$ cat src/rtl/riscv_pkg.sv
// Shared RV32 pipeline definitions: writeback select encodings, MEM-stage FSM states
// and the default datapath width.
package riscv_pkg;

    localparam int XLEN_DEF = 32;

    localparam logic [1:0] WB_ALU = 2'b00;
    localparam logic [1:0] WB_MEM = 2'b01;
    localparam logic [1:0] WB_PC4 = 2'b10;

    typedef enum logic {
        ST_IDLE = 1'b0,
        ST_WAIT = 1'b1
    } mem_state_t;

endpackage

$ cat src/rtl/mem_wb_reg.sv
// MEM/WB pipeline register: loads the MEM-stage instruction, or injects a bubble that
// clears the control fields while holding the data fields. Optional MEM_ALIGN_CHECK_EN adds misalign.
module mem_wb_reg #(
    parameter int XLEN   = 32,
    parameter int REG_AW = 5
) (
    input  logic              clk,
    input  logic              rst_n,
    input  logic              i_bubble,
    input  logic              i_regwrite,
    input  logic [1:0]        i_wbsel,
    input  logic [XLEN-1:0]   i_alures,
    input  logic [XLEN-1:0]   i_readdata,
    input  logic [XLEN-1:0]   i_pc4,
    input  logic [REG_AW-1:0] i_rd,
`ifdef MEM_ALIGN_CHECK_EN
    input  logic              i_misalign,
    output logic              o_misalign,
`endif
    output logic              o_regwrite,
    output logic [1:0]        o_wbsel,
    output logic [XLEN-1:0]   o_alures,
    output logic [XLEN-1:0]   o_readdata,
    output logic [XLEN-1:0]   o_pc4,
    output logic [REG_AW-1:0] o_rd
);

    always_ff @(posedge clk or negedge rst_n) begin
        if (!rst_n) begin
            o_regwrite <= 1'b0;
            o_wbsel    <= 2'b00;
            o_alures   <= '0;
            o_readdata <= '0;
            o_pc4      <= '0;
            o_rd       <= '0;
`ifdef MEM_ALIGN_CHECK_EN
            o_misalign <= 1'b0;
`endif
        end else if (i_bubble) begin
            // Data fields hold; only what could cause a register write is cleared.
            o_regwrite <= 1'b0;
            o_wbsel    <= 2'b00;
            o_rd       <= '0;
`ifdef MEM_ALIGN_CHECK_EN
            o_misalign <= 1'b0;
`endif
        end else begin
            o_regwrite <= i_regwrite;
            o_wbsel    <= i_wbsel;
            o_alures   <= i_alures;
            o_readdata <= i_readdata;
            o_pc4      <= i_pc4;
            o_rd       <= i_rd;
`ifdef MEM_ALIGN_CHECK_EN
            o_misalign <= i_misalign;
`endif
        end
    end

endmodule

$ cat src/rtl/mem_stage.sv
// RV32 MEM stage: drives the data-memory req/ack bus, stalls while an access is pending
// and owns the MEM/WB register. MEM_ALIGN_CHECK_EN enables misaligned-access trapping.
module mem_stage
    import riscv_pkg::*;
#(
    parameter int XLEN   = XLEN_DEF,
    parameter int REG_AW = 5
) (
    input  logic              clk,
    input  logic              rst_n,
    input  logic              regwriteM,
    input  logic              memrwM,
    input  logic [1:0]        wbselM,
    input  logic [XLEN-1:0]   ALUresM,
    input  logic [XLEN-1:0]   data_writeM,
    input  logic [REG_AW-1:0] rdM,
    input  logic [XLEN-1:0]   pc4M,
    output logic              dmem_req,
    output logic              dmem_we,
    output logic [XLEN-1:0]   dmem_addr,
    output logic [XLEN-1:0]   dmem_wdata,
    input  logic              dmem_ack,
    input  logic [XLEN-1:0]   dmem_rdata,
    output logic              stallM,
`ifdef MEM_ALIGN_CHECK_EN
    output logic              misalignW,
`endif
    output logic              regwriteW,
    output logic [1:0]        wbselW,
    output logic [XLEN-1:0]   ALUresW,
    output logic [XLEN-1:0]   readdataW,
    output logic [XLEN-1:0]   pc4W,
    output logic [REG_AW-1:0] rdW
);

    logic       w_access;
    logic       w_misalign;
    logic       w_req;
    mem_state_t r_state;

    assign w_access = memrwM | (wbselM == WB_MEM);

`ifdef MEM_ALIGN_CHECK_EN
    assign w_misalign = w_access & (ALUresM[1:0] != 2'b00);
`else
    assign w_misalign = 1'b0;
`endif

    assign w_req = w_access & ~w_misalign;

    // Gating with rst_n makes the request drop the instant reset asserts, even mid-WAIT.
    assign dmem_req   = w_req & rst_n;
    assign stallM     = w_req & ~dmem_ack & rst_n;
    assign dmem_we    = memrwM;
    assign dmem_addr  = ALUresM;
    assign dmem_wdata = data_writeM;

    always_ff @(posedge clk or negedge rst_n) begin
        if (!rst_n) begin
            r_state <= ST_IDLE;
        end else begin
            case (r_state)
                ST_IDLE: if (w_req && !dmem_ack) r_state <= ST_WAIT;
                ST_WAIT: if (dmem_ack || !w_req) r_state <= ST_IDLE;
                default: r_state <= ST_IDLE;
            endcase
        end
    end

    mem_wb_reg #(
        .XLEN   (XLEN),
        .REG_AW (REG_AW)
    ) u_mem_wb_reg (
        .clk        (clk),
        .rst_n      (rst_n),
        .i_bubble   (stallM),
        .i_regwrite (regwriteM & ~w_misalign),
        .i_wbsel    (wbselM),
        .i_alures   (ALUresM),
        .i_readdata (dmem_rdata),
        .i_pc4      (pc4M),
        .i_rd       (rdM),
`ifdef MEM_ALIGN_CHECK_EN
        .i_misalign (w_misalign),
        .o_misalign (misalignW),
`endif
        .o_regwrite (regwriteW),
        .o_wbsel    (wbselW),
        .o_alures   (ALUresW),
        .o_readdata (readdataW),
        .o_pc4      (pc4W),
        .o_rd       (rdW)
    );

endmodule

$ cat config.mk
export PLATFORM = sky130hd
export DESIGN_NAME = mem_stage
export DESIGN_NICKNAME = d
export VERILOG_FILES = /design/src/rtl/riscv_pkg.sv /design/src/rtl/mem_wb_reg.sv /design/src/rtl/mem_stage.sv
export SDC_FILE = /design/constraint.sdc
export NUM_CORES = 1
export LEC_CHECK = 0
export ABC_AREA = 0
export CORE_ASPECT_RATIO = 0.7
export CORE_MARGIN = 1
export CORE_UTILIZATION = 25
export CTS_BUF_LIST = sky130_fd_sc_hd__clkbuf_8 sky130_fd_sc_hd__clkbuf_16
export CTS_CLUSTER_DIAMETER = 40
export DETAILED_ROUTE_END_ITERATION = 10
export HOLD_SLACK_MARGIN = 0.05
export MAX_ROUTING_LAYER = met4
export PLACE_DENSITY = 0.57
export SYNTH_ARGS = -nofsm -noshare
export SYNTH_HDL_FRONTEND = slang
export SYNTH_SLANG_ARGS = --single-unit
$ cat constraint.sdc
create_clock -name clk -period 1.65 [get_ports clk]
set_input_delay 0.33 -clock clk [delete_from_list [all_inputs] [get_ports clk]]
set_output_delay 0.33 -clock clk [all_outputs]
set_load 0.02 [all_outputs]
==> results of run 1 <==
-- kinds of logic (layout without fill, tap and decap cells) --
| kind of cell | Yosys count | count (layout) | synth area share [%] |
|---|---|---|---|
| flops | 104 | 104 | 56.3 |
| mux | 96 | 96 | 28.2 |
| simple gates | 9 | 9 | 1.54 |
| buf+inv | 77 | 290 | 13.3 |
| compound gates | 3 | 3 | 0.677 |
-- flip-flops by register name (all words and copies together), names as in the netlist --
| register | flops |
|---|---|
| u_mem_wb_reg.o_alures | 32 |
| u_mem_wb_reg.o_pc4 | 32 |
| u_mem_wb_reg.o_readdata | 32 |
| u_mem_wb_reg.o_rd | 5 |
| u_mem_wb_reg.o_wbsel | 2 |
| u_mem_wb_reg.o_regwrite | 1 |
-- metal layers --
layer	vias up	wire length, um
met4	0	167
met3	18	885
met2	163	5240
met5	-	0
met1	1429	5040
li1	1328	-
-- cell usage after synthesis, drive strengths merged --
library cell | n | area share (%)
mux2 | 96 | 28
o21ai | 1 | 0.35
buf | 76 | 13
o21a | 1 | 0.16
a21boi | 1 | 0.16
and2 | 7 | 0.95
nor2b | 2 | 0.60
dfrtp | 104 | 56
inv | 1 | 0.081
-- worst max path at each step --
stage | startpoint | to | slack, ps | cells past startpoint
3_5_place_dp | wbselM[0] | dmem_req | -370 | 4
3_3_place_gp | wbselM[0] | dmem_req | -360 | 4
2_1_floorplan | wbselM[0] | u_mem_wb_reg.o_alures[27] | 290 | 5
4_1_cts | u_mem_wb_reg.o_pc4[12] | pc4W[12] | 2 | 1
5_1_grt | u_mem_wb_reg.o_wbsel[0] | wbselW[0] | 5 | 1
6_report | u_mem_wb_reg.o_wbsel[0] | wbselW[0] | 50 | 1
-- what timing repair did --
item                       4_1_cts  5_1_grt
hold buffers                     1        0
hold endpoints to repair         2        0
resized for setup              131       14
setup endpoints to repair      125       16
-- power by group through the flow --
stage | sequential (mW) | clock [mW] | combinational (mW)
after floorplan | 3.14 | 0 | 0.590
after global placement | 2.90 | 0 | 1.57
final | 2.85 | 2.09 | 1.40
after CTS | 2.85 | 2.18 | 1.43
after detailed placement | 2.90 | 0 | 1.58
after global routing | 2.87 | 2.30 | 1.49
-- cell type report --
| cell class | instances | area, um2 | area share (%) |
|---|---|---|---|
| clock buffers | 10 | 239 | 3.33 |
| flip-flops and latches | 104 | 2600 | 36.2 |
| multi-input cells | 108 | 1410 | 19.6 |
| repair buffers | 273 | 2580 | 35.9 |
| inverters | 1 | 3.75 | 0.0523 |
| clock inverters | 6 | 52.6 | 0.732 |
| well taps | 236 | 295 | 4.11 |
-- stage by stage --
stage	utilization [%]	area (um2)	TNS (ps)	hold WS [ps]
floorplan	-	4620	0	34.4
global placement	38.8	7000	-30660	258
detailed placement	38.8	7000	-32740	255
CTS	39.5	7140	0	179
global route	39.8	7180	0	202
finish	39.8	7180	0	164
==> flow_metrics.py, run 1 <==
metrics = {
    "synth": {
        "synth_area_mm2": 0.00462,
        "ys_seq_area_share_pct": 56.3,
        "yosysUniqueCellTypes": 13,
        "syn_area_per_cell_um2": 16.0,
        "syn_inst": 289,
        "synth_warnings": 0,
        "syn-num-nets": 429,
        "ys_ff_latch": 104,
    },
    "worst_setup_path": {
        "cp_num_buf_inv": 1,
        "worst-setup-path-type": "reg -> out",
        "worst_ep_required_time_ps": 1320,
        "r2r_start": "u_mem_wb_reg.o_readdata[20]",
        "crit_slowest_cell": "clkdlybuf4s50_1",
        "path_max_fanout": 1,
        "cp_slowest_stage_delay_ps": 610,
        "rr_worst_depth": 1,
        "reg2reg_to": "u_mem_wb_reg.o_readdata[20]",
        "r2r_slack_ps": 870,
        "crit_chain": "clkdlybuf4s50_1",
        "cp_top_family": "buffers and inverters",
        "crit_arrival_ps": 1270,
        "end_kind": "primary output",
        "cp-start-kind": "register",
    },
    "cells_and_area": {
        "area_growth_pct": 55.3,
        "instances_no_fill": 738,
        "drive_gt1_share_pct": 28.7,
        "nFillCells": 1757,
        "layout_commonest_cell": "dlygate4sd2_1",
        "mostFrequentLayoutCells": "123 x dlygate4sd2_1, 108 x clkdlybuf4s50_1, 104 x dfrtp_1",
        "antenna_cells": 0,
        "nets": 637,
    },
    "sta": {
        "slew_violations": 0,
        "relSlewSlack_pct": 45.4,
        "period_share_pct": 97.0,
        "skew_ps": 0,
        "rsz0062_at_grt": "no",
        "layout_setup_ws_ps": 49.4,
        "worst_slew_pin_slew_ps": 819,
        "final.min_clock_period_ps": 1600,
        "hold_viol_final": 0,
        "setup_violations": 0,
        "max_clock_freq_ghz": 0.625,
    },
    "power_and_ir_drop": {
        "peakVddDrop_mv": 0.393,
        "power_leakage_nw": 3.50,
        "p_comb_share_pct": 22.1,
        "clockPowerShare_pct": 33.0,
        "p_seq_share_pct": 44.9,
        "p_per_area_mw_per_mm2": 883,
        "finalPower_mw": 6.34,
        "p_sw_mw": 1.75,
        "p_int_mw": 4.59,
        "swShare_pct": 27.6,
    },
    "grt": {
        "overflow": 0,
        "grt_use_total_pct": 12.0,
        "grt_pass1_wl_mm": 16.8,
        "met3_usage_pct": 3.83,
        "grt_util_met1_pct": 14.7,
        "grt_pass1_vias": 3136,
        "top_usage_layer": "met2",
        "antenna_found_initial": 0,
        "grtUsageMet2_pct": 18.6,
        "grt_max_degree": 64,
    },
    "floorplan": {
        "die_x_um": 165,
        "start_util_pct": 25.6,
        "die_h_um": 116,
        "rows": 41,
        "io_pins": 311,
        "die-area_mm2": 0.0191,
        "coreArea_mm2": 0.0181,
    },
    "detailed_routing": {
        "drc": 0,
        "routedWlPerCell_um": 15.4,
        "first_pass_iters": 3,
        "finalWirelength_mm": 11.3,
        "route.antenna.remaining_nets": 0,
        "drt_iter0_drc": 119,
        "vias": 2938,
        "vias_per_cell": 3.98,
    },
    "clock_tree": {
        "htree_levels": 3,
        "cts_tree": "yes",
        "cts_buffers": 9,
        "clockBufferDepth": 2,
        "clk_latency_ps": 340,
        "clock_sinks": 104,
        "cts_setup_buffers": 0,
        "ctsRootBufferMaster": "clkbuf_16",
        "clk_pin_slew_ps": 70,
    },
    "hold_path": {
        "hold_path.class": "in -> async",
    },
    "placement": {
        "numPortBuffers": 246,
        "place.gp.congestion": 0.723,
        "dp.cells": 721,
        "hpwl_mm": 8.39,
        "post-place-ws_ps": -374,
    },
    "flow_run": {
        "cap_violations": 0,
    },
    "status": {
        "status": "finished, final reports clean",
    },
}
No activity file was read; power rests on OpenSTA's default activity.
==> run 2, diff against run 1 <==
--- a/config.mk
+++ b/config.mk
@@ -6,11 +6,11 @@
 export NUM_CORES = 1
 export LEC_CHECK = 0
 export ABC_AREA = 0
+export CAP_MARGIN = 30
 export CORE_ASPECT_RATIO = 0.7
 export CORE_MARGIN = 1
 export CORE_UTILIZATION = 25
 export CTS_BUF_LIST = sky130_fd_sc_hd__clkbuf_8 sky130_fd_sc_hd__clkbuf_16
-export CTS_CLUSTER_DIAMETER = 40
 export DETAILED_ROUTE_END_ITERATION = 10
 export HOLD_SLACK_MARGIN = 0.05
 export MAX_ROUTING_LAYER = met4
==> results of run 2 <==
Same layout as run 1: the final DEF is identical, and so are final timing and power.
